<file path="src/rtl/pipe_pkg.sv">
// Shared types and default widths for the parametrised pipeline stage register.
package pipe_pkg;

    // Occupancy of a skid-mode stage: nothing held, output entry only, or
    // output entry plus skid entry.
    typedef enum logic [1:0] {
        EMPTY = 2'd0,
        ONE   = 2'd1,
        TWO   = 2'd2
    } stage_state_e;

    localparam int DEF_CTRL_W = 16;
    localparam int DEF_DATA_W = 64;
    localparam int DEF_CNT_W  = 16;

endpackage

</file>
<file path="src/rtl/pipe_slot.sv">
// One pipeline entry: valid flag, control field and data field.
// Clear drops the entry and zeroes control so a bubble never carries live
// control bits; data is left as it was. Clear wins over load.
module pipe_slot
    import pipe_pkg::*;
#(
    parameter int CTRL_W = DEF_CTRL_W,
    parameter int DATA_W = DEF_DATA_W
) (
    input  logic              clk,
    input  logic              rst,
    input  logic              load,
    input  logic              clear,
    input  logic [CTRL_W-1:0] ld_ctrl,
    input  logic [DATA_W-1:0] ld_data,
    output logic              vld,
    output logic [CTRL_W-1:0] ctrl,
    output logic [DATA_W-1:0] data
);

    // Entry register: reset empties it, clear drops it, load captures a beat.
    always_ff @(posedge clk) begin
        if (rst) begin
            vld  <= 1'b0;
            ctrl <= '0;
            data <= '0;
        end else if (clear) begin
            vld  <= 1'b0;
            ctrl <= '0;
        end else if (load) begin
            vld  <= 1'b1;
            ctrl <= ld_ctrl;
            data <= ld_data;
        end
    end

endmodule

</file>
<file path="src/rtl/pipe_stage_reg.sv">
// Parametrised pipeline stage register with valid/ready handshake, flush for
// bubble insertion, optional two-entry skid buffer (registered in_ready) and a
// saturating stall counter.
module pipe_stage_reg
    import pipe_pkg::*;
#(
    parameter int CTRL_W = DEF_CTRL_W,
    parameter int DATA_W = DEF_DATA_W,
    parameter int SKID   = 0,
    parameter int CNT_W  = DEF_CNT_W
) (
    input  logic              clk,
    input  logic              rst,
    input  logic              flush,
    input  logic              in_valid,
    output logic              in_ready,
    input  logic [CTRL_W-1:0] in_ctrl,
    input  logic [DATA_W-1:0] in_data,
    output logic              out_valid,
    input  logic              out_ready,
    output logic [CTRL_W-1:0] out_ctrl,
    output logic [DATA_W-1:0] out_data,
    output logic [CNT_W-1:0]  stall_cnt
);

    // Saturating increment: holds at all-ones instead of wrapping.
    function automatic logic [CNT_W-1:0] sat_inc(input logic [CNT_W-1:0] v);
        if (&v) begin
            return v;
        end
        return v + CNT_W'(1);
    endfunction

    // Output entry (stage p1)
    logic              vld_p1;
    logic [CTRL_W-1:0] ctrl_p1;
    logic [DATA_W-1:0] data_p1;

    logic              accept;
    logic              rel;
    logic              out_load;
    logic              out_clear;
    logic [CTRL_W-1:0] ld_ctrl;
    logic [DATA_W-1:0] ld_data;
    logic [CNT_W-1:0]  stall_q;

    assign accept = in_valid & in_ready;
    assign rel    = vld_p1 & out_ready;

    pipe_slot #(
        .CTRL_W (CTRL_W),
        .DATA_W (DATA_W)
    ) u_out (
        .clk     (clk),
        .rst     (rst),
        .load    (out_load),
        .clear   (out_clear),
        .ld_ctrl (ld_ctrl),
        .ld_data (ld_data),
        .vld     (vld_p1),
        .ctrl    (ctrl_p1),
        .data    (data_p1)
    );

    generate
        if (SKID == 0) begin : g_single

            // Single entry: ready whenever the entry is free or leaving now.
            assign in_ready = ~vld_p1 | out_ready;

            // Load on accept, drop on release-without-refill; flush drops all.
            always_comb begin
                out_load  = accept & ~flush;
                out_clear = flush | (rel & ~accept);
                ld_ctrl   = in_ctrl;
                ld_data   = in_data;
            end

        end else begin : g_skid

            // Skid entry (stage p0): holds the beat accepted while the
            // output entry is stalled, so in_ready can come from a flop.
            logic              vld_p0;
            logic [CTRL_W-1:0] ctrl_p0;
            logic [DATA_W-1:0] data_p0;
            logic              skid_load;
            logic              skid_clear;
            stage_state_e      state_q;
            stage_state_e      state_nxt;
            logic              rdy_q;

            assign in_ready = rdy_q;

            pipe_slot #(
                .CTRL_W (CTRL_W),
                .DATA_W (DATA_W)
            ) u_skid (
                .clk     (clk),
                .rst     (rst),
                .load    (skid_load),
                .clear   (skid_clear),
                .ld_ctrl (in_ctrl),
                .ld_data (in_data),
                .vld     (vld_p0),
                .ctrl    (ctrl_p0),
                .data    (data_p0)
            );

            // Occupancy transitions and entry steering; flush empties both
            // entries and discards any beat accepted in the same cycle.
            always_comb begin
                state_nxt  = state_q;
                out_load   = 1'b0;
                out_clear  = 1'b0;
                skid_load  = 1'b0;
                skid_clear = 1'b0;
                ld_ctrl    = in_ctrl;
                ld_data    = in_data;
                if (flush) begin
                    state_nxt  = EMPTY;
                    out_clear  = 1'b1;
                    skid_clear = 1'b1;
                end else begin
                    case (state_q)
                        EMPTY: begin
                            if (accept) begin
                                out_load  = 1'b1;
                                state_nxt = ONE;
                            end
                        end
                        ONE: begin
                            if (accept && rel) begin
                                out_load = 1'b1;
                            end else if (accept) begin
                                skid_load = 1'b1;
                                state_nxt = TWO;
                            end else if (rel) begin
                                out_clear = 1'b1;
                                state_nxt = EMPTY;
                            end
                        end
                        TWO: begin
                            if (rel && vld_p0) begin
                                out_load   = 1'b1;
                                ld_ctrl    = ctrl_p0;
                                ld_data    = data_p0;
                                skid_clear = 1'b1;
                                state_nxt  = ONE;
                            end
                        end
                        default: begin
                            out_clear  = 1'b1;
                            skid_clear = 1'b1;
                            state_nxt  = EMPTY;
                        end
                    endcase
                end
            end

            // State and registered in_ready: ready unless both entries full.
            always_ff @(posedge clk) begin
                if (rst) begin
                    state_q <= EMPTY;
                    rdy_q   <= 1'b1;
                end else begin
                    state_q <= state_nxt;
                    rdy_q   <= (state_nxt != TWO);
                end
            end

        end
    endgenerate

    // Stall counter: cycles where a beat is offered but not taken.
    always_ff @(posedge clk) begin
        if (rst) begin
            stall_q <= '0;
        end else if (vld_p1 && !out_ready) begin
            stall_q <= sat_inc(stall_q);
        end
    end

    assign out_valid = vld_p1;
    assign out_ctrl  = ctrl_p1;
    assign out_data  = data_p1;
    assign stall_cnt = stall_q;

endmodule

</file>
<file path="config.mk">
export PLATFORM = sky130hd
export DESIGN_NAME = pipe_stage_reg
export DESIGN_NICKNAME = d
export VERILOG_FILES = /design/src/rtl/pipe_pkg.sv /design/src/rtl/pipe_slot.sv /design/src/rtl/pipe_stage_reg.sv
export SDC_FILE = /design/constraint.sdc
export NUM_CORES = 1
export LEC_CHECK = 0
export ABC_AREA = 1
export BUFFER_PORTS_ARGS = -buffer_cell sky130_fd_sc_hd__buf_2
export CAP_MARGIN = 25
export CORE_MARGIN = 4
export CORE_UTILIZATION = 44
export DETAILED_ROUTE_END_ITERATION = 6
export GPL_ROUTABILITY_DRIVEN = 0
export PLACE_DENSITY = 0.76
export SLEW_MARGIN = 20
export SYNTH_ARGS = -nofsm -noshare
export SYNTH_HDL_FRONTEND = slang
export SYNTH_HIERARCHICAL = 1
export SYNTH_SLANG_ARGS = --single-unit
</file>
<file path="constraint.sdc">
create_clock -name clk -period 1.8 [get_ports clk]
set_clock_uncertainty 0.2 [all_clocks]
set_input_delay 0.54 -clock clk [delete_from_list [all_inputs] [get_ports clk]]
set_output_delay 0.54 -clock clk [all_outputs]
set_load 0.02 [all_outputs]
</file>
==> tab_implementation.tex <==
\begin{tabular}{lr}
\hline
Metric & Value \\
\hline
\multicolumn{2}{l}{\textbf{Yosys}} \\
\quad EDFF count, synth & 0 \\
\quad Compound-cell area share of the yosys netlist & 3.23\% \\
\quad Leading cell type by number of instances after synthesis & sky130\_fd\_sc\_hd\_\_nor2\_1 \\
\quad Average footprint of a synthesized cell & 7.01 um2 \\
\quad Area share of the largest cell type after synthesis & 42.2\% \\
\quad Share of the yosys chip area belonging to registers & 42.2\% \\
\quad Dominant combinational cell family by area after synthesis & simple AND/OR/NAND/NOR gates \\
\quad Synth top cells by count & sky130\_fd\_sc\_hd\_\_nor2\_1, sky130\_fd\_sc\_hd\_\_nand2\_1, sky130\_fd\_sc\_hd\_\_dfxtp\_1 \\
\quad Multiplexer area fraction after synthesis & 0\% \\
\quad Seq cells post-synth & 97 \\
\quad Net Count, Synth & 743 \\
\quad Post-synthesis adder-cell area fraction & 0.272\% \\
\quad Share of the synthesized netlist area taken by xor and xnor gates & 0\% \\
\quad Number of standard cells after synthesis & 657 \\
\quad Count of unique library cells instantiated by Yosys & 28 \\
\quad Area share of and/or/nand/nor cells after synthesis & 42.4\% \\
\quad Mapped cell area & 4610 um2 \\
\quad Async set-reset flop share out of synthesis & 0\% \\
\quad Number of synthesis warnings & 6 \\
\quad Top area cells in the synthesized netlist & sky130\_fd\_sc\_hd\_\_dfxtp\_1, sky130\_fd\_sc\_hd\_\_nor2\_1, sky130\_fd\_sc\_hd\_\_nand2\_1, sky130\_fd\_sc\_hd\_\_nand3\_2, sky130\_fd\_sc\_hd\_\_inv\_1 \\
\quad Dominant register cell in the synthesized netlist & sky130\_fd\_sc\_hd\_\_dfxtp\_1 \\
\quad Cell accounting for the most synthesized area & sky130\_fd\_sc\_hd\_\_dfxtp\_1 \\
\multicolumn{2}{l}{\textbf{Clocking}} \\
\quad Clock sink count & 97 \\
\quad TritonCTS Buffers & 9 \\
\quad Clk Latency, worst-skew pair & 360 ps \\
\quad Root cell of the clock tree & sky130\_fd\_sc\_hd\_\_clkbuf\_8 \\
\quad CTS clock-pin slew for the worst setup and hold paths & 80 ps \\
\quad Postcts setup bufs & 0 \\
\quad Level count of the clock H-tree & 3 \\
\quad Bufs on Longest Clock Path & 2 \\
\quad CTS tree & done \\
\multicolumn{2}{l}{\textbf{Floorplanning}} \\
\quad DIE WIDTH & 110 um \\
\quad Full die area & 12200 um2 \\
\quad Site row count & 37 \\
\quad Core Area & 10300 um2 \\
\quad Starting utilization of the core area & 44.8\% \\
\quad Chip Height & 110 um \\
\quad I/O pin total & 183 \\
\multicolumn{2}{l}{\textbf{Finish}} \\
\quad Nets@finish & 938 \\
\quad P\&R area growth vs syn & 32.1\% \\
\quad Number of diodes added for antenna fixing & 0 \\
\quad Share of post-route cells with drive strength above 1 & 36.0\% \\
\multicolumn{2}{l}{\textbf{GRT}} \\
\quad Maximum number of pins on one net before global-route repair & 45 \\
\quad Total grt overflow & 0 \\
\quad GRT Resource Usage Total & 19.1\% \\
\quad Via count of the first global-routing pass & 3989 \\
\quad Number of antenna violations at the first check in global routing & 1 \\
\quad First-pass GRT wire length & 18.4 mm \\
\multicolumn{2}{l}{\textbf{Timing}} \\
\quad Final period util & 96.6\% \\
\quad Setup repair after global routing missed its margin & yes \\
\quad Total count of hold-check failures in the final report & 0 \\
\quad Final-report max-slew violation count & 0 \\
\quad Highest Clock Rate & 0.575 GHz \\
\quad Number of setup violations in the final report & 0 \\
\quad Time the final worst path needs with I/O delays and setup & 1740 ps \\
\quad Slew Limit Headroom & 83.5\% \\
\quad Worst hold margin & 194 ps \\
\quad Least-Margin Pin Slew & 247 ps \\
\multicolumn{2}{l}{\textbf{Pwr}} \\
\quad Final Total Pwr & 0.00425 W \\
\quad Total power density per cell area & 698 nW/um2 \\
\quad Leakage component of the power & 3.20 nW \\
\quad Peak supply drop & 0.429 mV \\
\multicolumn{2}{l}{\textbf{Place}} \\
\quad Placed wire-length estimate after detailed placement & 8.85 mm \\
\quad Port bufs & 182 \\
\multicolumn{2}{l}{\textbf{Critical path}} \\
\quad Register-to-register setup slack & 160 ps \\
\quad Startpoint type of the worst setup path & flip-flop \\
\quad Worst EP required & 1060 ps \\
\quad Endpoint class of the critical path & output port \\
\quad Highest fanout seen on the critical path & 5 \\
\quad Crit Path Class & flip-flop to output port \\
\quad Crit path DAT & 1000 ps \\
\multicolumn{2}{l}{\textbf{Drt}} \\
\quad Remaining design rule violation count & 0 \\
\quad Count of nets left with antenna violations after detail routing & 0 \\
\quad Average routed wire per standard cell & 11.9 um \\
\quad Iteration-0 DRC Markers & 268 \\
\quad Routed via count divided by cell count & 4.59 \\
\quad Final WL & 11.8 mm \\
\quad Number of detailed-routing iterations run before antenna repair & 4 \\
\quad Via count & 4552 \\
\multicolumn{2}{l}{\textbf{Job}} \\
\quad \# Max-Cap Violations & 0 \\
\multicolumn{2}{l}{\textbf{Outcome}} \\
\quad Run status & completed \\
\multicolumn{2}{l}{\textbf{Worst hold path}} \\
\quad Class of the worst hold path & input pin to flip-flop \\
\hline
\end{tabular}
-- per-layer routing --
layer  vias up  GRT usage, %  wire length (um)
met3        17          5.71              1010
li1       2379             -                 -
met1      2005          23.9              5070
met4         2          6.95               176
met5         -             0                20
met2       149          31.2              5570
-- report_power, final --
group | internal, W | switching (W) | leakage [nW]
Combinational | 0.000303 | 0.000440 | 2.33
Sequential | 0.00223 | 0.0000418 | 0.792
Clock | 0.000493 | 0.000743 | 0.0781
-- layout make-up --
| cell class | count | area, um2 |
|---|---|---|
| Fill cell | 1019 | 4190 |
| Inverter | 89 | 337 |
| Clock inverter | 5 | 33.8 |
| Timing Repair Buffer | 217 | 1320 |
| Sequential cell | 97 | 1950 |
| Tap cell | 136 | 170 |
| Clock buffer | 10 | 128 |
| Multi-Input combinational cell | 438 | 2150 |
-- worst paths after layout --
path,depth (start not counted),to,startpoint
worst max register to register,6,stall_cnt[13],stall_cnt[0]
worst max-delay path,2,stall_cnt[0],stall_cnt[0]
worst min-delay path,2,stall_cnt[8],rst
worst min register to register,2,u_out/ctrl[5],u_out/ctrl[5]
-- worst max-delay path, cell delays in order (launching register included) --
cell and delay, ps:
sky130_fd_sc_hd__dfxtp_1 350, sky130_fd_sc_hd__buf_4 130, sky130_fd_sc_hd__buf_2 160
-- placed cells by master (no fill, tap or decap), drive strengths merged --
cell type    n
nor3         2
nand3       81
nand4        3
a21oi       26
dfxtp       97
nand2      144
ha           1
nand3b       1
buf        217
o21ai        3
clkinv       3
or2          1
and2         1
nor2       175
clkbuf      10
clkinvlp     2
inv         89
-- stage by stage --
step	utilization (%)	worst slack (ps)	std cells	area, um2	setup TNS (ps)
floorplan	-	1.70	657	4610	0
global placement	57.4	4.24	978	5890	0
detailed placement	57.4	-51.5	978	5890	-1070
CTS	58.9	23.3	992	6060	0
global route	59.2	-22.2	992	6090	-50.8
finish	59.2	61.4	992	6090	0
-- flip-flops by register name, indices dropped and copies added (netlist names) --
name and cells:
u_out/data 64, stall_cnt 16, u_out/ctrl 16, u_out/vld 1
-- what timing repair did --
action                     4_1_cts  5_1_grt
gates cloned                     0        0
setup endpoints to repair        2        7
pin swaps                        0        2
hold buffers                     0        0
gates resized for setup          4        8
-- kinds of logic after synthesis --
kind of cell | Yosys count
flip-flops | 97
AO/OA/AOI/OAI | 29
AND/OR/NAND/NOR | 408
buffers and inverters | 122
adder cells (fa/ha/maj) | 1
Power figures use the tool's default switching activity.
